[config.mk]
export PLATFORM = sky130hd
export DESIGN_NAME = hazard_controller_flat
export DESIGN_NICKNAME = d
export VERILOG_FILES = /design/src/rtl/hazard_pkg.sv /design/src/rtl/hazard_if.sv /design/src/rtl/hazard_controller.sv /design/src/flat_wrapper.sv
export SDC_FILE = /design/constraint.sdc
export NUM_CORES = 1
export LEC_CHECK = 0
export BUFFER_PORTS_ARGS = -buffer_cell sky130_fd_sc_hd__buf_2
export CAP_MARGIN = 20
export CORE_UTILIZATION = 50
export DETAILED_ROUTE_END_ITERATION = 7
export PLACE_DENSITY = 0.77
export SYNTH_ARGS = -nofsm -noshare
export SYNTH_HDL_FRONTEND = slang
export SYNTH_SLANG_ARGS = --single-unit
export TNS_END_PERCENT = 1
[constraint.sdc]
create_clock -name clk -period 2.7 [get_ports clk]
set_input_delay 0.27 -clock clk [delete_from_list [all_inputs] [get_ports clk]]
set_output_delay 0.27 -clock clk [all_outputs]
set_load 0.02 [all_outputs]
[src/rtl/hazard_pkg.sv]
// Shared types and constants for the pipeline hazard controller.
//   state_t : controller FSM states (RUN, MEMWAIT)
//   REG_X0  : register index of the hard-wired zero register
package hazard_pkg;

    typedef enum logic {
        RUN,
        MEMWAIT
    } state_t;

    localparam logic [4:0] REG_X0 = 5'd0;

endpackage

[src/rtl/hazard_if.sv]
// Pipeline <-> hazard controller signal bundle.
//   master : pipeline side, drives hazard sources, receives controls
//   slave  : hazard controller, receives hazard sources, drives controls
// Hazard sources: id_rs1, id_rs2, idex_rd, idex_memread, exmem_branch,
//                 exmem_zero, exmem_memacc, dmem_ready
// Controls:       stall, pc_write, ifid_write, ifid_flush, idex_flush,
//                 exmem_flush, freeze
interface hazard_if;
    logic [4:0] id_rs1;
    logic [4:0] id_rs2;
    logic [4:0] idex_rd;
    logic       idex_memread;
    logic       exmem_branch;
    logic       exmem_zero;
    logic       exmem_memacc;
    logic       dmem_ready;

    logic       stall;
    logic       pc_write;
    logic       ifid_write;
    logic       ifid_flush;
    logic       idex_flush;
    logic       exmem_flush;
    logic       freeze;

    modport master (
        output id_rs1, id_rs2, idex_rd, idex_memread,
               exmem_branch, exmem_zero, exmem_memacc, dmem_ready,
        input  stall, pc_write, ifid_write, ifid_flush,
               idex_flush, exmem_flush, freeze
    );

    modport slave (
        input  id_rs1, id_rs2, idex_rd, idex_memread,
               exmem_branch, exmem_zero, exmem_memacc, dmem_ready,
        output stall, pc_write, ifid_write, ifid_flush,
               idex_flush, exmem_flush, freeze
    );
endinterface

[src/rtl/hazard_controller.sv]
// Hazard controller for the 5-stage RISC-V pipeline.
// Detects load-use hazards (one bubble), flushes wrong-path instructions on
// a taken beq, and freezes the pipeline while a data-memory access waits.
// Ports:
//   clk, reset   : clock, synchronous active-high reset
//   hz           : hazard_if.slave (hazard sources in, pipeline controls out)
//   mem_timeout  : sticky, a memory wait lasted TIMEOUT cycles
//   stall_cnt    : saturating count of bubble + freeze cycles
//   flush_cnt    : saturating count of taken-branch flushes
module hazard_controller
    import hazard_pkg::*;
#(
    parameter int unsigned CNT_W   = 16,
    parameter int unsigned TIMEOUT = 255
) (
    input  logic             clk,
    input  logic             reset,
    hazard_if.slave          hz,
    output logic             mem_timeout,
    output logic [CNT_W-1:0] stall_cnt,
    output logic [CNT_W-1:0] flush_cnt
);

    localparam int unsigned WAIT_W = $clog2(TIMEOUT + 1);

    state_t              state, state_next;
    logic [WAIT_W-1:0]   wait_cnt;
    logic                lu, bt, hold;

    assign lu = hz.idex_memread && (hz.idex_rd != REG_X0) &&
                ((hz.idex_rd == hz.id_rs1) || (hz.idex_rd == hz.id_rs2));
    assign bt = hz.exmem_branch && hz.exmem_zero;
    // Freeze starts in the same cycle the stalled access is seen in RUN.
    assign hold = (state == MEMWAIT) || (hz.exmem_memacc && !hz.dmem_ready);

    always_ff @(posedge clk) begin
        if (reset) state <= RUN;
        else       state <= state_next;
    end

    always_comb begin
        state_next     = state;
        hz.stall       = 1'b0;
        hz.pc_write    = 1'b1;
        hz.ifid_write  = 1'b1;
        hz.ifid_flush  = 1'b0;
        hz.idex_flush  = 1'b0;
        hz.exmem_flush = 1'b0;
        hz.freeze      = 1'b0;

        if (!reset) begin
            case (state)
                RUN:     if (hz.exmem_memacc && !hz.dmem_ready) state_next = MEMWAIT;
                MEMWAIT: if (hz.dmem_ready) state_next = RUN;
                default: state_next = RUN;
            endcase

            if (hold) begin
                hz.freeze     = 1'b1;
                hz.pc_write   = 1'b0;
                hz.ifid_write = 1'b0;
            end else if (bt) begin
                // Any coincident load-use is on the wrong path and is dropped.
                hz.ifid_flush  = 1'b1;
                hz.idex_flush  = 1'b1;
                hz.exmem_flush = 1'b1;
            end else if (lu) begin
                hz.stall      = 1'b1;
                hz.pc_write   = 1'b0;
                hz.ifid_write = 1'b0;
            end
        end
    end

    // wait_cnt holds the number of MEMWAIT cycles already completed; clearing
    // it throughout RUN is equivalent to clearing it on entry.
    always_ff @(posedge clk) begin
        if (reset || state == RUN)
            wait_cnt <= '0;
        else if (wait_cnt != WAIT_W'(TIMEOUT))
            wait_cnt <= wait_cnt + WAIT_W'(1);
    end

    always_ff @(posedge clk) begin
        if (reset)
            mem_timeout <= 1'b0;
        else if (state == MEMWAIT && wait_cnt >= WAIT_W'(TIMEOUT - 1))
            mem_timeout <= 1'b1;
    end

    always_ff @(posedge clk) begin
        if (reset)
            stall_cnt <= '0;
        else if ((hz.stall || hz.freeze) && stall_cnt != '1)
            stall_cnt <= stall_cnt + CNT_W'(1);
    end

    always_ff @(posedge clk) begin
        if (reset)
            flush_cnt <= '0;
        else if (hz.exmem_flush && flush_cnt != '1)
            flush_cnt <= flush_cnt + CNT_W'(1);
    end

endmodule
[src/flat_wrapper.sv]
// flat-port wrapper written by rule: the top's interface ports become plain ports
module hazard_controller_flat import hazard_pkg::*;
#(
    parameter int unsigned CNT_W   = 16,
    parameter int unsigned TIMEOUT = 255
)
  (clk, reset, mem_timeout, stall_cnt, flush_cnt, hz_id_rs1, hz_id_rs2, hz_idex_rd, hz_idex_memread, hz_exmem_branch, hz_exmem_zero, hz_exmem_memacc, hz_dmem_ready, hz_stall, hz_pc_write, hz_ifid_write, hz_ifid_flush, hz_idex_flush, hz_exmem_flush, hz_freeze);
  hazard_if hz_i ();
  input  logic clk;
  input  logic reset;
  output logic mem_timeout;
  output logic [CNT_W-1:0] stall_cnt;
  output logic [CNT_W-1:0] flush_cnt;
  input wire logic [$bits(hz_i.id_rs1)-1:0] hz_id_rs1;
  input wire logic [$bits(hz_i.id_rs2)-1:0] hz_id_rs2;
  input wire logic [$bits(hz_i.idex_rd)-1:0] hz_idex_rd;
  input wire logic [$bits(hz_i.idex_memread)-1:0] hz_idex_memread;
  input wire logic [$bits(hz_i.exmem_branch)-1:0] hz_exmem_branch;
  input wire logic [$bits(hz_i.exmem_zero)-1:0] hz_exmem_zero;
  input wire logic [$bits(hz_i.exmem_memacc)-1:0] hz_exmem_memacc;
  input wire logic [$bits(hz_i.dmem_ready)-1:0] hz_dmem_ready;
  output wire logic [$bits(hz_i.stall)-1:0] hz_stall;
  output wire logic [$bits(hz_i.pc_write)-1:0] hz_pc_write;
  output wire logic [$bits(hz_i.ifid_write)-1:0] hz_ifid_write;
  output wire logic [$bits(hz_i.ifid_flush)-1:0] hz_ifid_flush;
  output wire logic [$bits(hz_i.idex_flush)-1:0] hz_idex_flush;
  output wire logic [$bits(hz_i.exmem_flush)-1:0] hz_exmem_flush;
  output wire logic [$bits(hz_i.freeze)-1:0] hz_freeze;
  assign hz_i.id_rs1 = hz_id_rs1;
  assign hz_i.id_rs2 = hz_id_rs2;
  assign hz_i.idex_rd = hz_idex_rd;
  assign hz_i.idex_memread = hz_idex_memread;
  assign hz_i.exmem_branch = hz_exmem_branch;
  assign hz_i.exmem_zero = hz_exmem_zero;
  assign hz_i.exmem_memacc = hz_exmem_memacc;
  assign hz_i.dmem_ready = hz_dmem_ready;
  assign hz_stall = hz_i.stall;
  assign hz_pc_write = hz_i.pc_write;
  assign hz_ifid_write = hz_i.ifid_write;
  assign hz_ifid_flush = hz_i.ifid_flush;
  assign hz_idex_flush = hz_i.idex_flush;
  assign hz_exmem_flush = hz_i.exmem_flush;
  assign hz_freeze = hz_i.freeze;
  hazard_controller #(.CNT_W(CNT_W), .TIMEOUT(TIMEOUT)) u_core (.clk(clk), .reset(reset), .hz(hz_i), .mem_timeout(mem_timeout), .stall_cnt(stall_cnt), .flush_cnt(flush_cnt));
endmodule
======== After elaboration in Yosys (flattened, before gate mapping) ========
Index checks and enable logic that the tools add are counted.
word-level totals
  bits in registers ....................... 42
  output and inout port bits .............. 40
  logic and storage cells ................. 44
operators by class
  $add $sub $neg .......................... 3
  $lt $le $gt $ge ......................... 1
  equality and inequality tests ........... 5
  multiplexer cells ....................... 16
  bitwise logic cells ..................... 1
  reduce and logical (&&, ||, !) cells .... 13
operators by type and width
  cell                     count
  $add A16 B1 Y16 const B  2
  $ne A16 B16 Y1 const B   2
  $mux W1                  15
  $eq A5 B5 Y1             2
  $add A8 B1 Y8 const B    1
  $ge A8 B8 Y1 const B     1
  $ne A8 B8 Y1 const B     1
  $logic_and A1 B1 Y1      7
  $reduce_bool A5 Y1       1
  $logic_or A1 B1 Y1       4
  $pmux W1 S2              1
  $logic_not A1 Y1         1
  $not A1 Y1               1

======== Longest topological paths before layout ========
  depth in word-level cells ............... 9
  depth in mapped cells ................... 8
  gate-level depth less buffers ........... 7

======== Worst setup path after synthesis ========
OpenSTA, ideal clock, no wires.
  path type ............................... flip-flop to flip-flop
  from .................................... register u_core.stall_cnt[0]
  to ...................................... register u_core.stall_cnt[7]
  arrival ................................. 2.033 ns
  data required time ...................... 2.579 ns
  slack ................................... 0.546 ns
  cell stages (with the launch flop) ...... 8
  path buffers ............................ 0
  clock period less this slack ............ 2.154 ns
  cell sequence ........................... dfxtp_1 -> ha_1 -> nand4_1 -> nor4_1 -> or2_1 -> o22ai_1 -> nand4_1 -> mux2_2
between the ends
  word-level cells in the longest chain between the ends .. 2
ends and longest elaborated chain
  element                                                                  line                     source
  start, declared                                                          hazard_controller.sv:20  output logic [CNT_W-1:0] stall_cnt,
  start signal, assigned                                                   hazard_controller.sv:95  stall_cnt <= stall_cnt + CNT_W'(1);
  parallel branches: the longest is 2 deep, another holds $add A16 B1 Y16  --
Several ways; the timed one is not identified.
A chain may end at the register's enable or synchronous reset.

======== Worst setup path after layout ========
  from .................................... register u_core.stall_cnt[0]
  to ...................................... register u_core.stall_cnt[15]
The elaborated chain is that of the path after synthesis.

==> results by group <==
Die
  – I/O pins: 62
  – Die Y-Extent: 68.48 µm
  – Floorplan row count: 23
  – Chip width: approximately 70 µm
  – Placeable Area: a little over 4000 µm²
  – Die area: around 4700 µm²
  – Starting density of the core: 53.69%

Setup path
  – Crit Path Max Fanout: 11
  – Critical Path AT: around 2.4 ns
  – CP required: about 2.9 ns
  – Largest stage delay, worst path: approximately 0.38 ns
  – CP top delay family: simple AND/OR/NAND/NOR gates
  – Bufs and invs on worst path: 0
  – CP Launch Type: register
  – Critical path's slowest cell: mux2_2
  – CP Cell Sequence: ha_1 -> nand4_1 -> nor4_1 -> or2_1 -> o22a_2 -> nor4b_1 -> mux2_2
  – CP Class: register to register
  – Crit. End Element: register

Pwr
  – Sw power: between 0.0002 and 0.0003 W
  – Clock power frac: between 30% and 40%
  – Worst VDD drop: roughly 0.25 mV
  – P_int: approximately 0.00087 W
  – Switching fraction of total power: 23.96%
  – Combinational share of power: 8.8%
  – Pleak: approximately 1.1 nW
  – Pwr dens: 436.6 nW/µm²
  – Sequential power share: around 55%

Cells and area
  – # fillers: between 300 and 400
  – Synthesis-to-finish area growth: 18.69%
  – Commonest non-fill, non-tap cells in the layout: 61 x buf_2, 42 x dfxtp_1, 37 x nor2_1
  – Util after Layout: around 64%
  – N_diodes: 0
  – Nets: between 300 and 400
  – Share of layout cells above drive strength 1: 26.25%
  – Most common cell after layout, fill and taps aside: buf_2

Status
  – Status: complete, no violations

Yosys
  – FFs w/ async S/R, synth: 0%
  – Synthesized cell area: around 2200 µm²
  – Synthesized net count: roughly 290
  – Number of flops mapped to enable cells by yosys: 0
  – Count of cell types in the netlist: 47
  – Avg Inst Size Synth: 8.531 µm²
  – Primary FF master, synth: dfxtp_1
  – Register area share after synthesis: 38.05%
  – Warnings, synthesis: 0
  – Post-Synthesis Cells: 259
  – Synth Register Bits: 42

Drt
  – DRT iter0 DRCs: 85
  – DR pass1 iterations: 6
  – Final ANT Viol Nets: 0
  – Routed vias/inst: 5.500
  – Wirelength per Cell: 12.94 µm
  – Residual DRC: 0
  – Drt total wl: between 4000 and 5000 µm
  – Vias: just over 2000

Clocking
  – Root buf cell: clkbuf_8
  – Worst skew pair latency: approximately 0.29 ns
  – Setup bufs post-CTS: 0
  – Clk pin slew, worst setup/hold paths: 0.08 ns
  – PostCTS Resize Cnt: 0
  – Max Root-Sink Buffers: 2
  – CTS tree: built
  – Cts hold-fix bufs: 0
  – CTS Buf Count: 5
  – Clock sink count: 42
  – CTS H-tree lvls: 2

Global route
  – Antenna violations before repair: 0
  – Largest net degree at the start of global routing: 33
  – Total grt overflow: 0
  – First-pass GRT wire length: between 7000 and 8000 µm
  – Vias in the first global route: 1708
  – GRT Overall Usage: a little over a fifth

Timing
  – Worst-case clock skew: a little under 0.006 ns
  – Final period utilization: approximately 83%
  – Period minus WS final: 2.237 ns
  – Slew Viols, Final: 0
  – Worst Tran Pin Value: 0.5474 ns
  – Unrepaired setup endpoints after global routing: false
  – Setup TNS: 0 ns
  – Final setup viols: 0
  – Final Hold Fails: 0
  – Fmax: around 450 MHz
  – Worst slew margin: roughly 64%

Placement
  – Gpl congestion: 0.8619
  – Post-DP HPWL: about 3500 µm
  – PortBufs: between 60 and 70

Worst hold path
  – Worst min path class: input pin to register

Job
  – Max-capacitance violation count: 0
==> layout make-up <==
cell class	instances	area (µm²)	share of cell area, %
inverters	5	18.77	0.7156
repair buffers	62	312.8	11.93
clock inverters	1	5.005	0.1908
clock buffers	7	86.33	3.292
well taps	50	62.56	2.385
flip-flops and latches	42	840.8	32.06
multi-input cells	203	1296	49.43
==> per-stage QoR <==
stage          hold WS (ns)  cell area, µm²  power [W]  std cells  setup slack [ns]
2_1_floorplan        0.3468            2210  0.0007095        259            0.5459
5_1_grt              0.1757            2623   0.001198        370            0.3223
3_5_place_dp         0.4650            2531  0.0007441        362            0.4878
3_3_place_gp         0.4646            2531  0.0007426        362            0.5262
4_1_cts              0.1550            2623   0.001162        370            0.4370
6_report             0.1647            2623   0.001145        370            0.4633
==> registers in the layout (all words and copies together) (netlist names) <==
register and count:
u_core.mem_timeout 1, u_core.state 1, u_core.wait_cnt 8, u_core.flush_cnt 16, u_core.stall_cnt 16
==> synth_stat cells (4+ instances only) <==
cell type | instances | area share [%]
ha_1 | 4 | 2.3
nor3_1 | 5 | 1.1
nor2b_1 | 5 | 1.4
nor4_1 | 6 | 1.7
nand3_1 | 13 | 2.9
a21oi_1 | 8 | 1.8
or3_1 | 4 | 1.1
dfxtp_1 | 42 | 38
inv_1 | 4 | 0.68
mux2i_1 | 8 | 3.6
xnor2_1 | 20 | 7.9
xor2_1 | 7 | 2.8
o21ai_0 | 4 | 0.91
nand4_1 | 13 | 3.7
nand2_1 | 29 | 4.9
nor2_1 | 37 | 6.3
==> path summary, 6_finish.rpt <==
check	slack, ns	start	cells after the start	endpoint
min	0.16	hz_dmem_ready	2	u_core.state
max reg2reg	0.46	u_core.stall_cnt[0]	7	u_core.stall_cnt[15]
min reg2reg	0.49	u_core.mem_timeout	2	u_core.mem_timeout
max	0.46	u_core.stall_cnt[0]	7	u_core.stall_cnt[15]
==> routing by layer <==
layer	vias to the layer above	global-route usage, %	share of wire [%]
li1	1039	-	-
met1	933	27.17	45
met2	61	36.76	50
met3	2	5.167	5.2
met4	0	7.031	0.56
met5	-	0	0
==> power by group through the flow <==
stage	registers, W	clock network [W]	logic [W]
2_1_floorplan	0.000646	0	0.0000635
3_3_place_gp	0.000643	0	0.0000997
3_5_place_dp	0.000643	0	0.000101
4_1_cts	0.000629	0.000432	0.000101
5_1_grt	0.000630	0.000457	0.000112
6_report	0.000629	0.000415	0.000101
==> cell families (layout without fill, tap and decap cells) <==
family / after synthesis / count (layout) / synth area share, %
buffers and inverters: 14 / 75 / 3.283
AO/OA/AOI/OAI: 28 / 28 / 8.890
XOR/XNOR: 27 / 27 / 10.70
AND/OR/NAND/NOR: 131 / 131 / 30.12
flip-flops: 42 / 42 / 38.05
adder cells (fa/ha/maj): 4 / 4 / 2.265
multiplexers: 13 / 13 / 6.682
Note: power is estimated with default switching activity, not from simulation.
